<file path="src/rtl/gate_chk_pkg.sv">
// Shared types, y bit map and truth-table function for the basic-gates self-test checker.
package gate_chk_pkg;

    localparam int unsigned Y_W   = 7;
    localparam int unsigned CNT_W = 8;

    localparam int unsigned Y_AND  = 0;
    localparam int unsigned Y_OR   = 1;
    localparam int unsigned Y_NAND = 2;
    localparam int unsigned Y_NOR  = 3;
    localparam int unsigned Y_XOR  = 4;
    localparam int unsigned Y_XNOR = 5;
    localparam int unsigned Y_NOT  = 6;

    typedef enum logic [1:0] {
        IDLE  = 2'd0,
        DRIVE = 2'd1,
        CHECK = 2'd2,
        DONE  = 2'd3
    } state_t;

    function automatic logic [Y_W-1:0] gate_expected(input logic a, input logic b);
        logic [Y_W-1:0] e;
        e         = '0;
        e[Y_AND]  = a & b;
        e[Y_OR]   = a | b;
        e[Y_NAND] = ~(a & b);
        e[Y_NOR]  = ~(a | b);
        e[Y_XOR]  = a ^ b;
        e[Y_XNOR] = ~(a ^ b);
        e[Y_NOT]  = ~a;
        return e;
    endfunction

endpackage

</file>
<file path="src/rtl/gate_chk_settle_cnt.sv">
// Settle down-counter: load on DRIVE entry, count while enabled, terminal count at zero.
module gate_chk_settle_cnt
    import gate_chk_pkg::*;
#(
    parameter int unsigned LOAD_VAL = 3
) (
    input  logic clk,
    input  logic rst_n,
    input  logic i_load,
    input  logic i_en,
    output logic o_tc_c
);

    logic [CNT_W-1:0] r_cnt;

    always_ff @(posedge clk or negedge rst_n) begin
        if (!rst_n) begin
            r_cnt <= '0;
        end else if (i_load) begin
            r_cnt <= CNT_W'(LOAD_VAL);
        end else if (i_en && !o_tc_c) begin
            r_cnt <= r_cnt - CNT_W'(1);
        end
    end

    assign o_tc_c = (r_cnt == '0);

endmodule

</file>
<file path="config.mk">
export PLATFORM = sky130hd
export DESIGN_NAME = gate_chk_settle_cnt
export DESIGN_NICKNAME = d
export VERILOG_FILES = /design/src/rtl/gate_chk_pkg.sv /design/src/rtl/gate_chk_settle_cnt.sv
export SDC_FILE = /design/constraint.sdc
export NUM_CORES = 1
export LEC_CHECK = 0
export ABC_AREA = 0
export CAP_MARGIN = 15
export CELL_PAD_IN_SITES_DETAIL_PLACEMENT = 1
export CELL_PAD_IN_SITES_GLOBAL_PLACEMENT = 2
export CORE_MARGIN = 8
export CORE_UTILIZATION = 28
export DETAILED_ROUTE_END_ITERATION = 6
export GPL_ROUTABILITY_DRIVEN = 0
export HOLD_SLACK_MARGIN = 0.05
export PLACE_DENSITY = 0.7
export REMOVE_ABC_BUFFERS = 1
export SETUP_SLACK_MARGIN = 0.3
export SYNTH_ARGS = -nofsm -noshare
export SYNTH_HDL_FRONTEND = slang
export SYNTH_SLANG_ARGS = --single-unit
export TNS_END_PERCENT = 10
</file>
<file path="constraint.sdc">
create_clock -name clk -period 1.75 [get_ports clk]
set_input_delay 0.35 -clock clk [delete_from_list [all_inputs] [get_ports clk]]
set_output_delay 0.35 -clock clk [all_outputs]
set_load 0.02 [all_outputs]
</file>
==> impl_metrics.yaml, run 1 <==
worst_setup_path:
  crit_path_end_kind: "flip-flop"
  crit_fanout: 3
  r2r-end: "r_cnt[7]"
  worstPathRequired_ns: 1.94
  worstPathArrival_ns: 2.00
  start_kind: "flip-flop"
  r2r_setup_slack_ns: -0.07
  r2r_start: "r_cnt[3]"
  critPathKind: "reg2reg"
  reg2regPathDepth: 4
run:
  max_cap_violations: 0
timing:
  setup-tns-final_ns: -0.133
  setup_viol: 2
  finalHoldViolCount: 0
  fmax_mhz: 550
  skew_ns: 0.0133
  slew_headroom_pct: 72.2
  fin_hold_ws_ns: 0.385
  post-route-min-period_ns: 1.82
  rsz0062_at_grt: "true"
  setup_slack_ns: -0.0696
  finalCritPeriodShare_pct: 104
  worst_pin_slew_ns: 0.415
  slew_violations: 0
synth:
  seq_area_frac_synth_pct: 42.2
  synthSimpleGateAreaFrac_pct: 25.3
  synth.area.top_cells: "dfrtp_1, a21oi_1, ha_1"
  synth_top_family_by_area: "simple AND/OR/NAND/NOR gates"
  postSynthCellCount: 51
  synthMuxAreaShare_pct: 4.22
  synth_xor_area_share_pct: 0
  synth_top_area_share_pct: 42.2
  synth_compound_area_share_pct: 19.0
  avgSynthCellArea_um2: 9.30
  netlist_area_um2: 474
  synth_seq_cells: 8
  synth_area_leader_cell: "dfrtp_1"
  synthAdderAreaFrac_pct: 5.28
  yosysWarningCount: 0
  ys_types: 26
finish:
  postLayoutCoreUtil_pct: 44.6
  layout.nets: 80
  regMostFlops: "r_cnt"
  reg.largest.list: "r_cnt: 8 flops"
  fin_area_um2: 737
  fillers: 192
  antenna-diode-count: 0
  largest_reg_flops: 8
  drive_above_1_share_pct: 41.7
  layout.cells.non_filler: 89
  syn_to_final_growth_pct: 55.4
global_routing:
  grt_remaining_overflow: 0
  antenna_found_initial: 0
  grt_pass1_vias: 528
  grt_pass1_wl_um: 2390
  track_usage_pct: 9.37
  grt_max_degree: 12
clock_tree:
  htree_num_levels: 1
  cts_buffer_depth: 2
  clk_pin_slew_ns: 0.06
  postCtsHoldBufs: 0
  cts-buffers-inserted: 3
  clock-sinks: 8
  clkLatencyLatePin_ns: 0.26
  root_buffer: "clkbuf_4"
  cts_tree: "done"
placed_design:
  post-place-cells: 83
  portBuffers: 4
  hpwl_um: 987
  dpl-instance-area_um2: 626
power_and_ir_drop:
  leakage_nw: 0.333
  power_density_nw_per_um2: 600
  max-vdd-ir-drop_uv: 332
  p_comb_share_pct: 22.5
  p_int_uw: 324
  clkPwrFrac_pct: 32.8
  sw_frac_of_total_pct: 26.7
  power.net_switching_uw: 118
  p_seq_share_pct: 44.7
route:
  drt_iter0_markers: 3
  drc_errors: 0
  drt_wl_total_um: 1430
  wl_per_cell_um: 16.1
  drt-pass1-iter-count: 4
  viasPerCell: 5.29
  vias: 471
  ant_nets: 0
die:
  rows: 15
  die_w_um: 57.2
  start_util_pct: 28.7
  io_pins: 5
  core_um2: 1650
  die_area_um2: 3270
  die_h_um: 57.2
run_status:
  violations: "negative setup slack"
  run_status: "finished with violations"
min_path:
  hold_path_class: "in2async"
## cell families (layout without fill, tap and decap cells)
| kind of cell | Yosys count | in the layout |
|---|---|---|
| multiplexers | 2 | 2 |
| buffers and inverters | 5 | 26 |
| adder cells (fa/ha/maj) | 2 | 2 |
| AND/OR/NAND/NOR | 20 | 20 |
| AO/OA/AOI/OAI | 14 | 14 |
| flip-flops | 8 | 8 |
## power by group through the flow
stage | Clock (mW) | Combinational [mW] | Sequential (mW)
after detailed placement | 0 | 0.0792 | 0.200
after global placement | 0 | 0.0792 | 0.199
after floorplan | 0 | 0.0319 | 0.201
after CTS | 0.151 | 0.0935 | 0.197
after global routing | 0.167 | 0.109 | 0.198
final | 0.145 | 0.0995 | 0.198
## cells in the mapped netlist, drive strengths merged
cell,n
dfrtp,8
a21oi,5
nor2,5
o21ai,4
inv,3
nand2,3
or4,3
clkbuf,2
ha,2
mux2i,2
a2111o,1
a2111oi,1
a211o,1
a21o,1
nand2b,1
nand3b,1
nor2b,1
nor3,1
nor3b,1
nor4,1
o2bb2ai,1
or3,1
or3b,1
or4b,1
## area by class of cell
| cell class | instances | area [um^2] | area share (%) |
|---|---|---|---|
| clock buffers | 3 | 22.5 | 3.06 |
| inverters | 3 | 11.3 | 1.53 |
| well taps | 17 | 21.3 | 2.89 |
| repair buffers | 20 | 169 | 22.9 |
| multi-input cells | 38 | 313 | 42.4 |
| flip-flops and latches | 8 | 200 | 27.2 |
## worst max-delay path by stage
stage / startpoint / end / slack [ns] / depth (start not counted)
CTS: r_cnt[1] / o_tc_c / -0.09 / 5
global placement: r_cnt[0] / o_tc_c / -0.34 / 5
detailed placement: r_cnt[0] / o_tc_c / -0.43 / 5
finish: r_cnt[3] / r_cnt[7] / -0.07 / 4
floorplan: r_cnt[0] / o_tc_c / 0.06 / 4
global route: r_cnt[3] / r_cnt[7] / -0.14 / 4
## metrics by stage
| stage | total power [mW] | setup WS, ns |
|---|---|---|
| after global routing | 0.474 | -0.136 |
| after CTS | 0.442 | -0.0876 |
| after detailed placement | 0.279 | -0.428 |
| after global placement | 0.279 | -0.342 |
| final | 0.442 | -0.0696 |
| after floorplan | 0.233 | 0.0603 |
## worst max-delay path, cell delays in order, from the launching register on
cell	delay, ns
dfrtp_1	0.38
or4_4	0.57
buf_4	0.16
or4_1	0.50
a21oi_1	0.13
## metal layers
layer,vias up,global-route usage (%),part of all wire (%)
met5,-,0,0
met4,0,4.36,1.5
met3,2,4.21,3.6
met2,9,15.8,53
met1,231,9.63,41
li1,229,-,-
## layout by cell type, fill, tap and decap left out, types with 2 or more instances in the layout
master,Yosys,routed
dfrtp_1,8,8
buf_6,0,3
inv_2,0,2
a21oi_1,5,5
clkdlybuf4s50_1,0,3
o21ai_0,3,3
clkbuf_4,0,3
nor2_1,5,4
or4_1,2,2
mux2i_1,2,2
buf_4,0,14
nand2_1,3,3
## what timing repair did
action	in CTS	in global routing
resized for setup	19	2
buffers inserted	1	2
setup endpoints to repair	8	9
hold endpoints to repair	0	0
pin swaps	12	4
Note: power is estimated with default switching activity, not from simulation.
==> run 2, diff against run 1 <==
GPL_TIMING_DRIVEN = 1   (was not set)
SLEW_MARGIN = 20   (was not set)
==> results of run 2 <==
Same layout as run 1: the final DEF is identical, and so are final timing and power.
==> run 3, diff against run 2 <==
CELL_PAD_IN_SITES_DETAIL_PLACEMENT = not set   (was 1)
CELL_PAD_IN_SITES_GLOBAL_PLACEMENT = not set   (was 2)
CORE_UTILIZATION = 30   (was 28)
PLACE_DENSITY = 0.51   (was 0.7)
==> impl_metrics.yaml, run 3 (synthesis results as in run 1) <==
run_status:
  run_status: "finished with violations"
  violations: "negative setup slack"
run:
  max_cap_violations: 0
global_routing:
  antenna_found_initial: 0
  grt_pass1_wl_um: 2130
  track_usage_pct: 8.74
  grt_pass1_vias: 458
  grt_max_degree: 12
  grt_remaining_overflow: 0
timing:
  setup_viol: 2
  slew_headroom_pct: 68.5
  rsz0062_at_grt: "true"
  setup-tns-final_ns: -0.102
  setup_slack_ns: -0.0554
  post-route-min-period_ns: 1.81
  finalHoldViolCount: 0
  slew_violations: 0
  skew_ns: 0.00548
  finalCritPeriodShare_pct: 103
  fmax_mhz: 554
  worst_pin_slew_ns: 0.469
route:
  viasPerCell: 5.23
  drt_iter0_markers: 9
  drt-pass1-iter-count: 4
  ant_nets: 0
  vias: 455
  wl_per_cell_um: 14.3
  drc_errors: 0
  drt_wl_total_um: 1240
power_and_ir_drop:
  p_total_uw: 439
  power_density_nw_per_um2: 609
  leakage_nw: 0.327
  max-vdd-ir-drop_uv: 237
finish:
  reg.largest.list: "r_cnt: 8 flops"
  regMostFlops: "r_cnt"
  syn_to_final_growth_pct: 52.0
  area.sequential_um2: 200
  largest_reg_flops: 8
  fin_area_um2: 721
  layout.nets: 79
  layout_commonest_cell: "buf_4"
  layout.cells.non_filler: 87
  final_cell_mix: "buf_4, dfrtp_1, a21oi_1"
  multiInputGateArea_um2: 305
  antenna-diode-count: 0
  fillers: 141
  drive_above_1_share_pct: 39.4
die:
  die_area_um2: 3110
  die_h_um: 55.8
  die_w_um: 55.8
  core_um2: 1490
  io_pins: 5
  rows: 14
  start_util_pct: 31.8
clock_tree:
  root_buffer: "clkbuf_4"
  htree_num_levels: 1
  clock-sinks: 8
  clkLatencyLatePin_ns: 0.26
  cts_tree: "done"
  cts_buffer_depth: 2
  clk_pin_slew_ns: 0.06
  cts-buffers-inserted: 3
worst_setup_path:
  reg2regPathDepth: 4
  r2r_setup_slack_ns: -0.05
  r2r-end: "r_cnt[7]"
  worstPathArrival_ns: 1.46
  crit_fanout: 2
  r2r_start: "r_cnt[3]"
  crit_path_end_kind: "output pin"
  start_kind: "flip-flop"
  critPathKind: "reg2out"
  worstPathRequired_ns: 1.40
placed_design:
  post-place-cells: 82
  portBuffers: 4
  dpl-instance-area_um2: 624
  pre_cts_slack_ns: -0.352
  hpwl_um: 820
min_path:
  hold_path_class: "in2async"
[run 3: cell count changes in the layout (fill, tap and decap cells not counted)]
cell	delta
buf_4	-1
nor3_1	-1
nor3_2	+1
nor4_1	+1
nor4_2	-1
o2bb2ai_1	+1
o2bb2ai_2	-1
[run 3: what timing repair did]
action                                  CTS  global route
pin swaps                                14             5
endpoints found under the setup margin    8             9
gates resized for setup                  17             3
hold buffers                              0             0
buffers inserted                          1             1
[run 3: worst max path at each step]
stage,from,endpoint,cells after the start
after floorplan,r_cnt[0],o_tc_c,4
after global placement,r_cnt[0],o_tc_c,5
after detailed placement,r_cnt[0],o_tc_c,5
after CTS,r_cnt[0],o_tc_c,5
after global routing,r_cnt[1],o_tc_c,5
final,r_cnt[0],o_tc_c,5
[run 3: power by group]
group,total (mW),switching [mW],leakage (nW),internal [mW]
Clock,0.148,0.0690,0.0138,0.0789
Sequential,0.197,0.00490,0.103,0.192
Combinational,0.0937,0.0433,0.210,0.0503
Total,0.439,0.117,0.327,0.322
[run 3: metrics by stage]
stage          hold WS, ns  utilization [%]
2_1_floorplan       0.0544                -
3_3_place_gp         0.616             41.9
3_5_place_dp         0.626             41.9
4_1_cts              0.389             47.1
5_1_grt              0.405             48.4
6_report             0.378             48.4
[run 3: layout make-up]
| cell class | count | share of cell area [%] |
|---|---|---|
| multi-input cells | 38 | 42.4 |
| well taps | 16 | 2.78 |
| inverters | 3 | 1.56 |
| flip-flops and latches | 8 | 27.8 |
| repair buffers | 19 | 22.4 |
| clock buffers | 3 | 3.13 |
[run 3: worst max-delay path: stages, from the launching register on]
cell and delay, ns:
dfrtp_1 0.39, inv_2 0.08, ha_4 0.12, or3b_4 0.39
nor2_4 0.09, buf_6 0.12
[run 3: layer usage]
metal  share of wire (%)  vias to the layer above  routed length (um)  GRT usage [%]
met5                   0                        -                   0              0
met4                 2.2                        0                  27           5.28
met3                 4.0                        2                  50           3.88
li1                    -                      230                   -              -
met1                  42                      216                 521           9.07
met2                  52                        7                 643           14.1
